--- config.mk ---
export PLATFORM = sky130hd
export DESIGN_NAME = mem_port_arbiter
export DESIGN_NICKNAME = d
export VERILOG_FILES = /design/src/rtl/mem_port_arbiter_pkg.sv /design/src/rtl/mem_port_arbiter_pick.sv /design/src/rtl/mem_port_arbiter.sv
export SDC_FILE = /design/constraint.sdc
export NUM_CORES = 1
export LEC_CHECK = 0
export CORE_ASPECT_RATIO = 0.6
export CORE_MARGIN = 2
export CORE_UTILIZATION = 42
export CTS_CLUSTER_SIZE = 16
export DETAILED_ROUTE_END_ITERATION = 12
export GPL_TIMING_DRIVEN = 0
export PLACE_DENSITY = 0.8
export SLEW_MARGIN = 15
export SYNTH_ARGS = -nofsm -noshare
export SYNTH_HDL_FRONTEND = slang
export SYNTH_SLANG_ARGS = --single-unit
--- constraint.sdc ---
create_clock -name clock -period 2.15 [get_ports clock]
set_input_delay 0.43 -clock clock [delete_from_list [all_inputs] [get_ports clock]]
set_output_delay 0.43 -clock clock [all_outputs]
set_load 0.01 [all_outputs]
--- src/rtl/mem_port_arbiter_pkg.sv ---
// Shared encodings and defaults for the fetch/data memory port arbiter.
package mem_port_arbiter_pkg;

  localparam int unsigned DEF_WAIT_STATES     = 1;
  localparam int unsigned DEF_MAX_DATA_STREAK = 4;
  localparam int unsigned DEF_AW              = 16;
  localparam int unsigned DW                  = 16;
  localparam int unsigned CNT_W               = 4;
  localparam int unsigned PERF_W              = 16;

  localparam logic [1:0] IDLE     = 2'd0;
  localparam logic [1:0] ACCESS   = 2'd1;
  localparam logic [1:0] COMPLETE = 2'd2;

  localparam logic GNT_IF = 1'b0;
  localparam logic GNT_D  = 1'b1;

  // Memory-side control payload held for the duration of an access.
  typedef struct packed {
    logic          we;
    logic          byte_en;
    logic [DW-1:0] wdata;
  } mem_ctl_t;

endpackage

--- src/rtl/mem_port_arbiter_pick.sv ---
// Winner select between fetch and data requesters, with the data-streak
// counter that forces a fetch grant after too many consecutive data grants.
module arb_priority_pick
  import mem_port_arbiter_pkg::*;
#(
  parameter int unsigned MAX_DATA_STREAK = DEF_MAX_DATA_STREAK
) (
  input  logic clock,
  input  logic reset,
  input  logic if_req_i,
  input  logic d_req_i,
  input  logic grant_en_i,
  output logic gnt_c_o,
  output logic gnt_valid_c_o
);

  logic [CNT_W-1:0] streak_q, streak_d;
  logic             force_if;

  assign force_if      = if_req_i && (streak_q == CNT_W'(MAX_DATA_STREAK));
  assign gnt_c_o       = (d_req_i && !force_if) ? GNT_D : GNT_IF;
  assign gnt_valid_c_o = if_req_i | d_req_i;

  // Streak only grows while a fetch is actually being passed over.
  always_comb begin
    streak_d = streak_q;
    if (grant_en_i && gnt_valid_c_o) begin
      if (gnt_c_o == GNT_IF) begin
        streak_d = '0;
      end else if (if_req_i && (streak_q < CNT_W'(MAX_DATA_STREAK))) begin
        streak_d = streak_q + CNT_W'(1);
      end
    end
  end

  always_ff @(posedge clock) begin
    if (!reset) begin
      streak_q <= '0;
    end else begin
      streak_q <= streak_d;
    end
  end

endmodule

--- src/rtl/mem_port_arbiter.sv ---
// Single-port memory arbiter shared by the IF (fetch) and MEM (load/store) stages.
// Optional stall counters are built when MEM_ARB_PERF_COUNTERS_EN is defined.
module mem_port_arbiter
  import mem_port_arbiter_pkg::*;
#(
  parameter int unsigned WAIT_STATES     = DEF_WAIT_STATES,
  parameter int unsigned MAX_DATA_STREAK = DEF_MAX_DATA_STREAK,
  parameter int unsigned AW              = DEF_AW
) (
  input  logic          clock,
  input  logic          reset,
  input  logic          if_req,
  input  logic [AW-1:0] if_addr,
  output logic          if_ack,
  output logic [DW-1:0] if_rdata,
  input  logic          d_req,
  input  logic          d_we,
  input  logic          d_byte_en,
  input  logic [AW-1:0] d_addr,
  input  logic [DW-1:0] d_wdata,
  output logic          d_ack,
  output logic [DW-1:0] d_rdata,
  output logic [AW-1:0] mem_addr,
  output logic          mem_we,
  output logic          mem_byte_en,
  output logic [DW-1:0] mem_wdata,
  input  logic [DW-1:0] mem_rdata,
  output logic          if_stall,
  output logic          d_stall,
  output logic          busy
`ifdef MEM_ARB_PERF_COUNTERS_EN
  ,
  output logic [PERF_W-1:0] perf_if_stall_cnt,
  output logic [PERF_W-1:0] perf_d_stall_cnt,
  input  logic              perf_clear
`endif
);

  logic [1:0]       state_q, state_d;
  logic [CNT_W-1:0] wait_q, wait_d;
  logic             gnt_q, gnt_d;
  logic             if_ack_q, if_ack_d;
  logic             d_ack_q, d_ack_d;
  logic [DW-1:0]    if_rdata_q, if_rdata_d;
  logic [DW-1:0]    d_rdata_q, d_rdata_d;
  logic [AW-1:0]    mem_addr_q, mem_addr_d;
  mem_ctl_t         ctl_q, ctl_d;
  logic             busy_q, busy_d;
  logic             gnt_c, gnt_valid_c;

  arb_priority_pick #(
    .MAX_DATA_STREAK(MAX_DATA_STREAK)
  ) u_pick (
    .clock        (clock),
    .reset        (reset),
    .if_req_i     (if_req),
    .d_req_i      (d_req),
    .grant_en_i   (state_q == IDLE),
    .gnt_c_o      (gnt_c),
    .gnt_valid_c_o(gnt_valid_c)
  );

  always_comb begin
    state_d    = state_q;
    wait_d     = wait_q;
    gnt_d      = gnt_q;
    if_ack_d   = 1'b0;
    d_ack_d    = 1'b0;
    if_rdata_d = if_rdata_q;
    d_rdata_d  = d_rdata_q;
    mem_addr_d = mem_addr_q;
    ctl_d      = ctl_q;
    case (state_q)
      IDLE: begin
        if (gnt_valid_c) begin
          gnt_d   = gnt_c;
          wait_d  = CNT_W'(WAIT_STATES);
          state_d = ACCESS;
          if (gnt_c == GNT_D) begin
            mem_addr_d    = d_addr;
            ctl_d.we      = d_we;
            ctl_d.byte_en = d_byte_en;
            ctl_d.wdata   = d_wdata;
          end else begin
            mem_addr_d    = if_addr;
            ctl_d.we      = 1'b0;
            ctl_d.byte_en = 1'b0;
          end
        end
      end
      ACCESS: begin
        if (wait_q == '0) begin
          ctl_d.we = 1'b0;
          state_d  = COMPLETE;
          if (gnt_q == GNT_IF) begin
            if_ack_d   = 1'b1;
            if_rdata_d = mem_rdata;
          end else begin
            d_ack_d = 1'b1;
            if (!ctl_q.we) begin
              d_rdata_d = ctl_q.byte_en ? {8'h00, mem_rdata[7:0]} : mem_rdata;
            end
          end
        end else begin
          wait_d = wait_q - CNT_W'(1);
        end
      end
      COMPLETE: state_d = IDLE;
      default:  state_d = IDLE;
    endcase
    busy_d = (state_d != IDLE);
  end

  always_ff @(posedge clock) begin
    if (!reset) begin
      state_q    <= IDLE;
      wait_q     <= '0;
      gnt_q      <= GNT_IF;
      if_ack_q   <= 1'b0;
      d_ack_q    <= 1'b0;
      if_rdata_q <= '0;
      d_rdata_q  <= '0;
      mem_addr_q <= '0;
      ctl_q      <= '0;
      busy_q     <= 1'b0;
    end else begin
      state_q    <= state_d;
      wait_q     <= wait_d;
      gnt_q      <= gnt_d;
      if_ack_q   <= if_ack_d;
      d_ack_q    <= d_ack_d;
      if_rdata_q <= if_rdata_d;
      d_rdata_q  <= d_rdata_d;
      mem_addr_q <= mem_addr_d;
      ctl_q      <= ctl_d;
      busy_q     <= busy_d;
    end
  end

  assign if_ack      = if_ack_q;
  assign d_ack       = d_ack_q;
  assign if_rdata    = if_rdata_q;
  assign d_rdata     = d_rdata_q;
  assign mem_addr    = mem_addr_q;
  assign mem_we      = ctl_q.we;
  assign mem_byte_en = ctl_q.byte_en;
  assign mem_wdata   = ctl_q.wdata;
  assign busy        = busy_q;
  assign if_stall    = if_req & ~if_ack_q;
  assign d_stall     = d_req & ~d_ack_q;

`ifdef MEM_ARB_PERF_COUNTERS_EN
  logic [PERF_W-1:0] perf_if_q, perf_if_d;
  logic [PERF_W-1:0] perf_d_q, perf_d_d;

  // Saturating stall-cycle counters; clear wins over counting.
  always_comb begin
    perf_if_d = perf_if_q;
    perf_d_d  = perf_d_q;
    if (perf_clear) begin
      perf_if_d = '0;
      perf_d_d  = '0;
    end else begin
      if (if_stall && (perf_if_q != '1)) perf_if_d = perf_if_q + PERF_W'(1);
      if (d_stall && (perf_d_q != '1))   perf_d_d  = perf_d_q + PERF_W'(1);
    end
  end

  always_ff @(posedge clock) begin
    if (!reset) begin
      perf_if_q <= '0;
      perf_d_q  <= '0;
    end else begin
      perf_if_q <= perf_if_d;
      perf_d_q  <= perf_d_d;
    end
  end

  assign perf_if_stall_cnt = perf_if_q;
  assign perf_d_stall_cnt  = perf_d_q;
`endif

endmodule

Word level (Yosys, flattened, before mapping)

Index checks and enable logic that the tools add are counted.
Widths: inputs -> output; s select.

Add/sub/neg operators: 2
Mux-type cells: 18
$lt $le $gt $ge: 1
Reductions and logical operators: 17
Eq/ne operators: 6
Bitwise gates (word level): 7

Operators by type and width:

| operator            | count |
|---|---|
| $mux 16             | 3 |
| $mux 18             | 1 |
| $mux 4              | 4 |
| $reduce_and 3->1    | 5 |
| $pmux 4 s2          | 1 |
| $mux 2              | 3 |
| $ne 2x2->1 const B  | 3 |
| $add 4x1->4 const B | 1 |
| $eq 4x3->1 const B  | 1 |
| $logic_and 1x1->1   | 4 |
| $logic_not 4->1     | 1 |
| $lt 4x3->1 const B  | 1 |
| $mux 1              | 4 |
| $not 1->1           | 4 |
| $pmux 2 s2          | 1 |
| $reduce_and 2->1    | 2 |
| $reduce_and 4->1    | 1 |
| $reduce_bool 2->1   | 2 |
| $sub 4x1->4 const B | 1 |
| $and 1x1->1         | 2 |
| $eq 2x1->1 const B  | 1 |
| $logic_not 2->1     | 1 |
| $ne 2x1->1 const B  | 1 |
| $pmux 1 s2          | 1 |
| other kinds (2)     | 2 |

Output and inout bits: 71
Flip-flop bits (word level): 80
Input port bits: 70

Depth between registers and ports, before layout

Gate-level depths: netlist (run 1).

Depth after elaboration: 8
Gate-level depth with buffers: 8

Hierarchy

From an unflattened synthesis (run 1), not the netlist that was laid out.

Cell total of the unflattened synthesis: 361
Area total of the unflattened synthesis: 3,314.4 um^2

Modules (own cells, without submodules):

| module            | cells an instance | area an instance (um^2) | times used |
|---|---|---|---|
| mem_port_arbiter  | 333               | 3,079.2                 | 1 |
| arb_priority_pick | 28                | 235.2                   | 1 |

Worst setup path before layout (run 1)

Ideal clock, no wire load.

Path kind: flip-flop to flip-flop
Start: register wait_q[0]
End: register d_rdata_q[10], in the netlist d_rdata[10]
Clock period less this slack: 1.659 ns
Stages on the path, launching flop included: 8
Required time: 2.027 ns
Path slack: 0.491 ns
Arrival: 1.536 ns
Cell sequence: dfxtp_1 inv_1 ha_1 or3b_1 buf_2 nor4_4 clkbuf_2 o21ai_0

Word-level cells in the longest chain between the ends: 2

RTL lines:

| what                              | RTL line                | RTL |
|---|---|---|
| from (decl)                       | mem_port_arbiter.sv:40  | `logic [CNT_W-1:0] wait_q, wait_d;` |
| from (signal assigned)            | mem_port_arbiter.sv:128 | `wait_q <= wait_d;` |
| $logic_not 4->1                   | mem_port_arbiter.sv:92  | `if (wait_q == '0) begin` |
| $reduce_and 4->1 (no source line) | n/a                     |  |
| to (signal assigned)              | mem_port_arbiter.sv:133 | `d_rdata_q <= d_rdata_d;` |
| to (decl)                         | mem_port_arbiter.sv:45  | `logic [DW-1:0] d_rdata_q, d_rdata_d;` |

Every way passes these cells.
A chain may end at the register's enable or synchronous reset.

Final worst setup path (run 1)

Start: input port if_req
End: output port if_stall

Word-level cells in the longest chain between the ends: 1

RTL lines:

| what        | RTL line                | RTL |
|---|---|---|
| from (decl) | mem_port_arbiter.sv:12  | `input logic if_req,` |
| $and 1x1->1 | mem_port_arbiter.sv:149 | `assign if_stall = if_req & ~if_ack_q;` |
| to (decl)   | mem_port_arbiter.sv:28  | `output logic if_stall,` |

Every way passes these cells.

==> results of run 1 <==
-- worst paths after layout --
check,startpoint,cells past startpoint,endpoint
setup / recovery,if_req,3,if_stall
hold / removal,d_rdata[15],2,d_rdata[15]
setup reg to reg,wait_q[0],7,d_rdata[13]
hold reg to reg,d_rdata[15],2,d_rdata[15]
-- routing by layer --
layer  share of wire  global-route usage  vias up  wire length (um)
li1                -                   -     1626                 -
met1            0.45               0.336     1572              4430
met2            0.44               0.362      130              4250
met3           0.094              0.0736       15               915
met4           0.016              0.0954        0               153
met5               0                   0        -                 0
-- synth_stat cells, drive strengths merged, types with 2 or more instances --
master	count	share of area
nor4	2	0.0086
nand2	85	0.10
nand3	43	0.067
nand4b	8	0.022
buf	11	0.022
and2	3	0.0059
a21oi	2	0.0031
ha	4	0.016
or2	2	0.0039
and3	3	0.0059
a21boi	3	0.0070
nor2	7	0.0090
dfxtp	80	0.50
nor2b	5	0.0098
nor3	2	0.0066
clkbuf	19	0.023
a31oi	18	0.037
inv	7	0.0082
o21ai	67	0.11
xor2	2	0.0055
-- final cells by class --
type	count	area (um^2)
inverter	7	26.3
multi-input combinational	267	1430
tap	104	130
sequential	80	1600
fill	623	2270
clock inverter	5	78.8
timing repair buffer	139	1390
clock buffer	11	253
buffer	30	144
-- kinds of logic (layout without fill, tap and decap cells) --
kind of cell	count (synthesis)	after routing
and+or+nand+nor	165	165
muxes	1	1
buffers and inverters	37	192
AOI/OAI and AO/OA	95	95
DFF	80	80
xor gates and xnor gates	2	2
adders and majority gates	4	4
-- what timing repair did --
action                     in CTS  in global routing
hold buffers                    0                  0
resized for setup               1                  0
setup endpoints to repair       1                  0
-- sequential cells by signal (all words and copies together), names as in the netlist --
register         count
d_rdata             16
if_rdata            16
mem_addr            16
mem_wdata           16
u_pick.streak_q      4
wait_q               4
state_q              2
busy                 1
d_ack                1
gnt_q                1
if_ack               1
mem_byte_en          1
mem_we               1
-- power by group through the flow --
stage	Combinational (W)	Clock, W	Sequential (W)
after global placement	0.000794	0	0.00170
after detailed placement	0.000809	0	0.00170
after floorplan	0.000314	0	0.00174
final	0.000811	0.00167	0.00167
after CTS	0.000814	0.00170	0.00167
after global routing	0.000886	0.00177	0.00169
-- worst max-delay path, cell delays in order --
cell and delay (ps):
sky130_fd_sc_hd__clkdlybuf4s50_1 530, sky130_fd_sc_hd__nor2b_1 180, sky130_fd_sc_hd__clkdlybuf4s50_1 550
-- metrics by stage --
step | total power (W) | instances | hold slack (ps)
3_5_place_dp | 0.00251 | 627 | 452
6_report | 0.00416 | 643 | 455
5_1_grt | 0.00434 | 643 | 471
4_1_cts | 0.00419 | 643 | 459
2_1_floorplan | 0.00206 | 384 | 455
3_3_place_gp | 0.00249 | 627 | 436
==> impl_results.rst, run 1 <==
.. list-table::
   :header-rows: 1

   * - Metric
     - Value
   * - Clock tree from TritonCTS
     - built
   * - Cell area after placement
     - 4720 um^2
   * - Most used cells in the layout excluding fill and tap cells
     - sky130_fd_sc_hd__clkdlybuf4s50_1, sky130_fd_sc_hd__nand2_1, sky130_fd_sc_hd__dfxtp_1
   * - Antenna diode count
     - 0
   * - Hold WC Path Type
     - flop to flop
   * - Slew of the pin with the lowest slew margin
     - 544 ps
   * - Startpoint types
     - input port
   * - Global-route wire length before repair
     - 15.7 mm
   * - Path type of the worst setup path
     - input port to primary output
   * - Register clock-pin slew on the reported worst setup and hold paths
     - 60 ps
   * - Vertical die dimension
     - 71.6 um
   * - Most used DFF post-synth
     - sky130_fd_sc_hd__dfxtp_1
   * - Post-Synth Adder-Cell Area
     - 0.0156
   * - Average via count per standard cell
     - 5.20
   * - Post-detailed-route DRC marker count
     - 0
   * - Combinational cell fraction of total power
     - 0.195
   * - Number of register bits inferred by synthesis
     - 80
   * - Simple-gate portion of the synthesized area
     - 0.250
   * - Share of synthesized flip-flops with an asynchronous set or reset
     - 0
   * - Final worst-path cycle share
     - 0.985
   * - Overall global routing resource usage
     - 0.244
   * - Skew final
     - 5.49 ps
   * - Final hold viol count
     - 0
   * - Nature of the critical path endpoint
     - primary output
   * - Max_slew headroom
     - 0.637
   * - Critical Path RT
     - 1720 ps
   * - Mux cell area share after synthesis
     - 0.00313
   * - Number of buffers inserted to repair setup after CTS
     - 0
   * - Critical Path Fanout Max
     - 4
   * - Horizontal die dimension
     - 117 um
   * - Complex-gate fraction of the synthesized area
     - 0.172
   * - Final setup violation count
     - 0
   * - Static Leak
     - 1.86 nW
   * - Part of the total power dissipated in the clock network
     - 0.403
   * - Pre-antenna DRT Iters
     - 4
   * - Area growth from synthesis to layout
     - 57.9%
   * - Initial cell density of the core
     - 0.437
   * - Violation count after the first detailed-route iteration
     - 198
   * - Share of final-layout standard cells stronger than drive strength 1
     - 0.0686
   * - Full die area
     - 8360 um^2
   * - Share of the synthesized netlist area taken by xor and xnor gates
     - 0.00547
   * - Setup TNS
     - 0 ps
   * - Insertion delay to the later sink of the worst-skew pair
     - 340 ps
   * - Placement row count
     - 24
   * - Total count of max-transition violations in the final report
     - 0
   * - Worst vdd ir
     - 0.444 mV
   * - Via count of the first global-routing pass
     - 3196
   * - Final Cell Area
     - 5050 um^2
   * - Least setup slack across all paths after layout
     - 31.3 ps
   * - Net Sw Frac
     - 0.255
   * - GRT Residual Overflow
     - 0
   * - H-tree level count
     - 3
   * - Setup slack of the most critical reg-to-reg path
     - 140 ps
   * - Distinct cell type count of the synthesized netlist
     - 41
   * - Floorplan Core Area
     - 7330 um^2
   * - Final critical path time including I/O delays and setup
     - 2120 ps
   * - Most frequent standard cell in the layout excluding fill and tap cells
     - sky130_fd_sc_hd__clkdlybuf4s50_1
   * - Count of clock tree sinks
     - 80
   * - Total Routed Length
     - 9.76 mm
   * - Setup repair after global routing missed its margin
     - no
   * - EDFF count, synth
     - 0
   * - Post-Syn Area
     - 3200 um^2
   * - Final Util
     - 0.690
   * - Master cell of the clock root buffer
     - sky130_fd_sc_hd__clkbuf_16
   * - Pin count of the biggest net entering global routing
     - 14
   * - Detailed-route via count
     - 3343
   * - Wirelength per Cell
     - 15.2 um
   * - Yosys synthesis warning count
     - 0
   * - Power density cells
     - 823 nW/um^2
   * - Post-detailed-placement half-perimeter wirelength
     - 7.14 mm
   * - Mapped Cells
     - 384
   * - Total of buffers placed on input and output ports
     - 139
   * - Net load switching power
     - 0.00106 W
   * - Avg Cell Area, Syn
     - 8.33 um^2
   * - Number of antenna-violating nets in the routed design
     - 0
   * - Sequential group share of total power
     - 0.402
   * - Proportion of synthesized chip area in sequential cells
     - 0.500
   * - Internal power summed over all cells
     - 0.00310 W
   * - Final Wtd Congestion
     - 0.848
   * - Largest family of logic cells by synthesized area
     - simple AND/OR/NAND/NOR gates
   * - Peak clock frequency supported by timing
     - 0.472 GHz
   * - Setup Slack @ Placement
     - -78.2 ps
   * - Final layout net count
     - 608
   * - Count of pins on the block boundary
     - 141
   * - Number of buffers created by CTS
     - 9
   * - Max-capacitance violation count
     - 0
   * - WP data arrival
     - 1690 ps
   * - Maximum buffer depth of the clock tree
     - 2
   * - Number of nets in the synthesized netlist
     - 458
   * - Result of the run
     - completed
   * - Initial antenna violation count
     - 0
Power figures use the tool's default switching activity.
==> run 2: changes to the inputs <==
--- a/config.mk
+++ b/config.mk
@@ -5,7 +5,7 @@
 export SDC_FILE = /design/constraint.sdc
 export NUM_CORES = 1
 export LEC_CHECK = 0
-export CORE_ASPECT_RATIO = 0.6
+export CORE_ASPECT_RATIO = 1.2
 export CORE_MARGIN = 2
 export CORE_UTILIZATION = 42
 export CTS_CLUSTER_SIZE = 16
==> impl_results.rst, run 2 (synthesis gave the netlist of run 1 again) <==
.. list-table::
   :header-rows: 1

   * - Metric
     - Value
   * - Largest stage delay on the critical path
     - 540 ps
   * - Number of buffers inserted to repair setup after CTS
     - 0
   * - Count of pins on the block boundary
     - 141
   * - Worst reg2reg path startpoint
     - wait_q[0]
   * - Final critical path time including I/O delays and setup
     - 2080 ps
   * - Skew final
     - 7.38 ps
   * - Startpoint types
     - input port
   * - Post-detailed-route DRC marker count
     - 0
   * - Post-detailed-placement half-perimeter wirelength
     - 7.07 mm
   * - Critical Path RT
     - 1720 ps
   * - Via count of the first global-routing pass
     - 3216
   * - Max-capacitance violation count
     - 0
   * - Area growth from synthesis to layout
     - 53.2%
   * - Buffers & Inverters on Critical Path
     - 2
   * - Total count of max-transition violations in the final report
     - 0
   * - Source of the critical timing path
     - if_req
   * - Overall global routing resource usage
     - 0.224
   * - Setup repair after global routing missed its margin
     - no
   * - Power density cells
     - 730 nW/um^2
   * - Net load switching power
     - 0.000987 W
   * - Number of buffers created by CTS
     - 9
   * - Net Sw Frac
     - 0.276
   * - Slew of the pin with the lowest slew margin
     - 560 ps
   * - Path type of the worst setup path
     - input port to primary output
   * - Vertical die dimension
     - 99.6 um
   * - Cts hold-fix bufs
     - 0
   * - Peak clock frequency supported by timing
     - 0.480 GHz
   * - Initial cell density of the core
     - 0.437
   * - Final setup violation count
     - 0
   * - Placement row count
     - 34
   * - Final hold viol count
     - 0
   * - Static Leak
     - 1.79 nW
   * - Total Routed Length
     - 9.27 mm
   * - Cell area after placement
     - 4700 um^2
   * - Sequential group share of total power
     - 0.467
   * - Count of clock tree sinks
     - 80
   * - WP data arrival
     - 1650 ps
   * - Max_slew headroom
     - 0.627
   * - Wirelength per Cell
     - 14.7 um
   * - Floorplan Core Area
     - 7320 um^2
   * - Average via count per standard cell
     - 5.19
   * - Violation count after the first detailed-route iteration
     - 115
   * - Pre-antenna DRT Iters
     - 4
   * - Horizontal die dimension
     - 83.7 um
   * - H-tree level count
     - 3
   * - Most frequent standard cell in the layout excluding fill and tap cells
     - sky130_fd_sc_hd__clkdlybuf4s50_1
   * - GRT Residual Overflow
     - 0
   * - Final layout net count
     - 608
   * - Worst vdd ir
     - 0.423 mV
   * - Register clock-pin slew on the reported worst setup and hold paths
     - 80 ps
   * - Number of resized instances in the post-cts repair step
     - 2
   * - Initial antenna violation count
     - 0
   * - Pin count of the biggest net entering global routing
     - 14
   * - Hold WC Path Type
     - flop to flop
   * - Worst Hold Launch
     - mem_wdata[0]
   * - Clock tree from TritonCTS
     - built
   * - Total of buffers placed on input and output ports
     - 139
   * - Part of the total power dissipated in the clock network
     - 0.308
   * - Final worst-path cycle share
     - 0.968
   * - Fin cells
     - 629
   * - CP dominant cell by count
     - sky130_fd_sc_hd__clkdlybuf4s50_1
   * - Full die area
     - 8340 um^2
   * - Number of antenna-violating nets in the routed design
     - 0
   * - Critical Path Fanout Max
     - 4
   * - Final Wtd Congestion
     - 0.750
   * - Maximum buffer depth of the clock tree
     - 2
   * - Setup TNS
     - 0 ps
   * - Antenna diode count
     - 0
   * - Result of the run
     - completed
   * - Final Cell Area
     - 4900 um^2
   * - Cell family with the largest share of critical-path delay
     - buffers and inverters
   * - Number of placed cells counting well taps
     - 613
   * - Combinational cell fraction of total power
     - 0.225
   * - Nature of the critical path endpoint
     - primary output
   * - Detailed-route via count
     - 3263
   * - Most used cells in the layout excluding fill and tap cells
     - sky130_fd_sc_hd__clkdlybuf4s50_1, sky130_fd_sc_hd__nand2_1, sky130_fd_sc_hd__dfxtp_1
   * - Global-route wire length before repair
     - 15.2 mm
   * - Cell-by-cell trace of the critical path
     - clkdlybuf4s50_1 -> nor2b_1 -> clkdlybuf4s50_1
   * - Insertion delay to the later sink of the worst-skew pair
     - 340 ps
   * - Master cell of the clock root buffer
     - sky130_fd_sc_hd__clkbuf_8
   * - Internal power summed over all cells
     - 0.00259 W
   * - Critical-path top delay cell
     - sky130_fd_sc_hd__clkdlybuf4s50_1
   * - Share of final-layout standard cells stronger than drive strength 1
     - 0.0668
[run 2: changes by cell type in the layout (fill, tap and decap cells not counted)]
cell,delta
sky130_fd_sc_hd__clkinv_2,-2
sky130_fd_sc_hd__clkbuf_1,+2
sky130_fd_sc_hd__clkbuf_16,-9
sky130_fd_sc_hd__clkbuf_8,+8
sky130_fd_sc_hd__inv_2,+1
sky130_fd_sc_hd__inv_1,-1
sky130_fd_sc_hd__clkinvlp_4,+2
sky130_fd_sc_hd__bufinv_16,-1
[run 2: worst reg2reg max path, cell delays in order (launching register included)]
cell,delay [ps]
sky130_fd_sc_hd__dfxtp_1,320
sky130_fd_sc_hd__inv_1,110
sky130_fd_sc_hd__ha_1,150
sky130_fd_sc_hd__or3b_1,320
sky130_fd_sc_hd__buf_2,180
sky130_fd_sc_hd__nor4_4,280
sky130_fd_sc_hd__clkbuf_2,290
sky130_fd_sc_hd__o21ai_0,130
[run 2: final timing paths]
kind | end | slack [ps] | cells past startpoint
min reg2reg | mem_wdata[0] | 460 | 2
max | if_stall | 70 | 3
min | mem_wdata[0] | 460 | 2
max reg2reg | d_rdata[12] | 250 | 7
[run 2: area by class of cell]
type | count | area [um^2]
Fill cell | 643 | 2410
Sequential cell | 80 | 1600
Multi-Input combinational cell | 267 | 1430
Timing Repair Buffer | 139 | 1390
Clock buffer | 12 | 145
Buffer | 30 | 144
Tap cell | 90 | 113
Clock inverter | 4 | 53.8
Inverter | 7 | 26.3
[run 2: metrics by stage]
| step | setup WS (ps) | hold WS (ps) | utilization | total power [W] |
|---|---|---|---|---|
| floorplan | 491 | 455 | - | 0.00206 |
| global placement | -48.5 | 446 | 0.643 | 0.00249 |
| detailed placement | -123 | 452 | 0.643 | 0.00251 |
| CTS | 57.7 | 464 | 0.670 | 0.00361 |
| global route | 10.5 | 482 | 0.670 | 0.00375 |
| finish | 68.4 | 460 | 0.670 | 0.00358 |
[run 2: power by group through the flow]
stage	registers [W]	logic (W)	clock network (W)
after global placement	0.00170	0.000789	0
after CTS	0.00167	0.000811	0.00113
after detailed placement	0.00170	0.000805	0
after floorplan	0.00174	0.000314	0
after global routing	0.00169	0.000882	0.00118
final	0.00167	0.000804	0.00110
[run 2: per-layer routing]
metal  track usage  wire length [um]
met5             0                 0
met4        0.0881               158
met3        0.0788               916
met2         0.380              4400
met1         0.259              3790
==> run 3: changes to the inputs <==
--- a/config.mk
+++ b/config.mk
@@ -5,7 +5,7 @@
 export SDC_FILE = /design/constraint.sdc
 export NUM_CORES = 1
 export LEC_CHECK = 0
-export CORE_ASPECT_RATIO = 1.2
+export CORE_ASPECT_RATIO = 0.6
 export CORE_MARGIN = 2
 export CORE_UTILIZATION = 42
 export CTS_CLUSTER_SIZE = 16
==> results of run 3 <==
Final layout, timing and power as in run 1 (identical DEF).
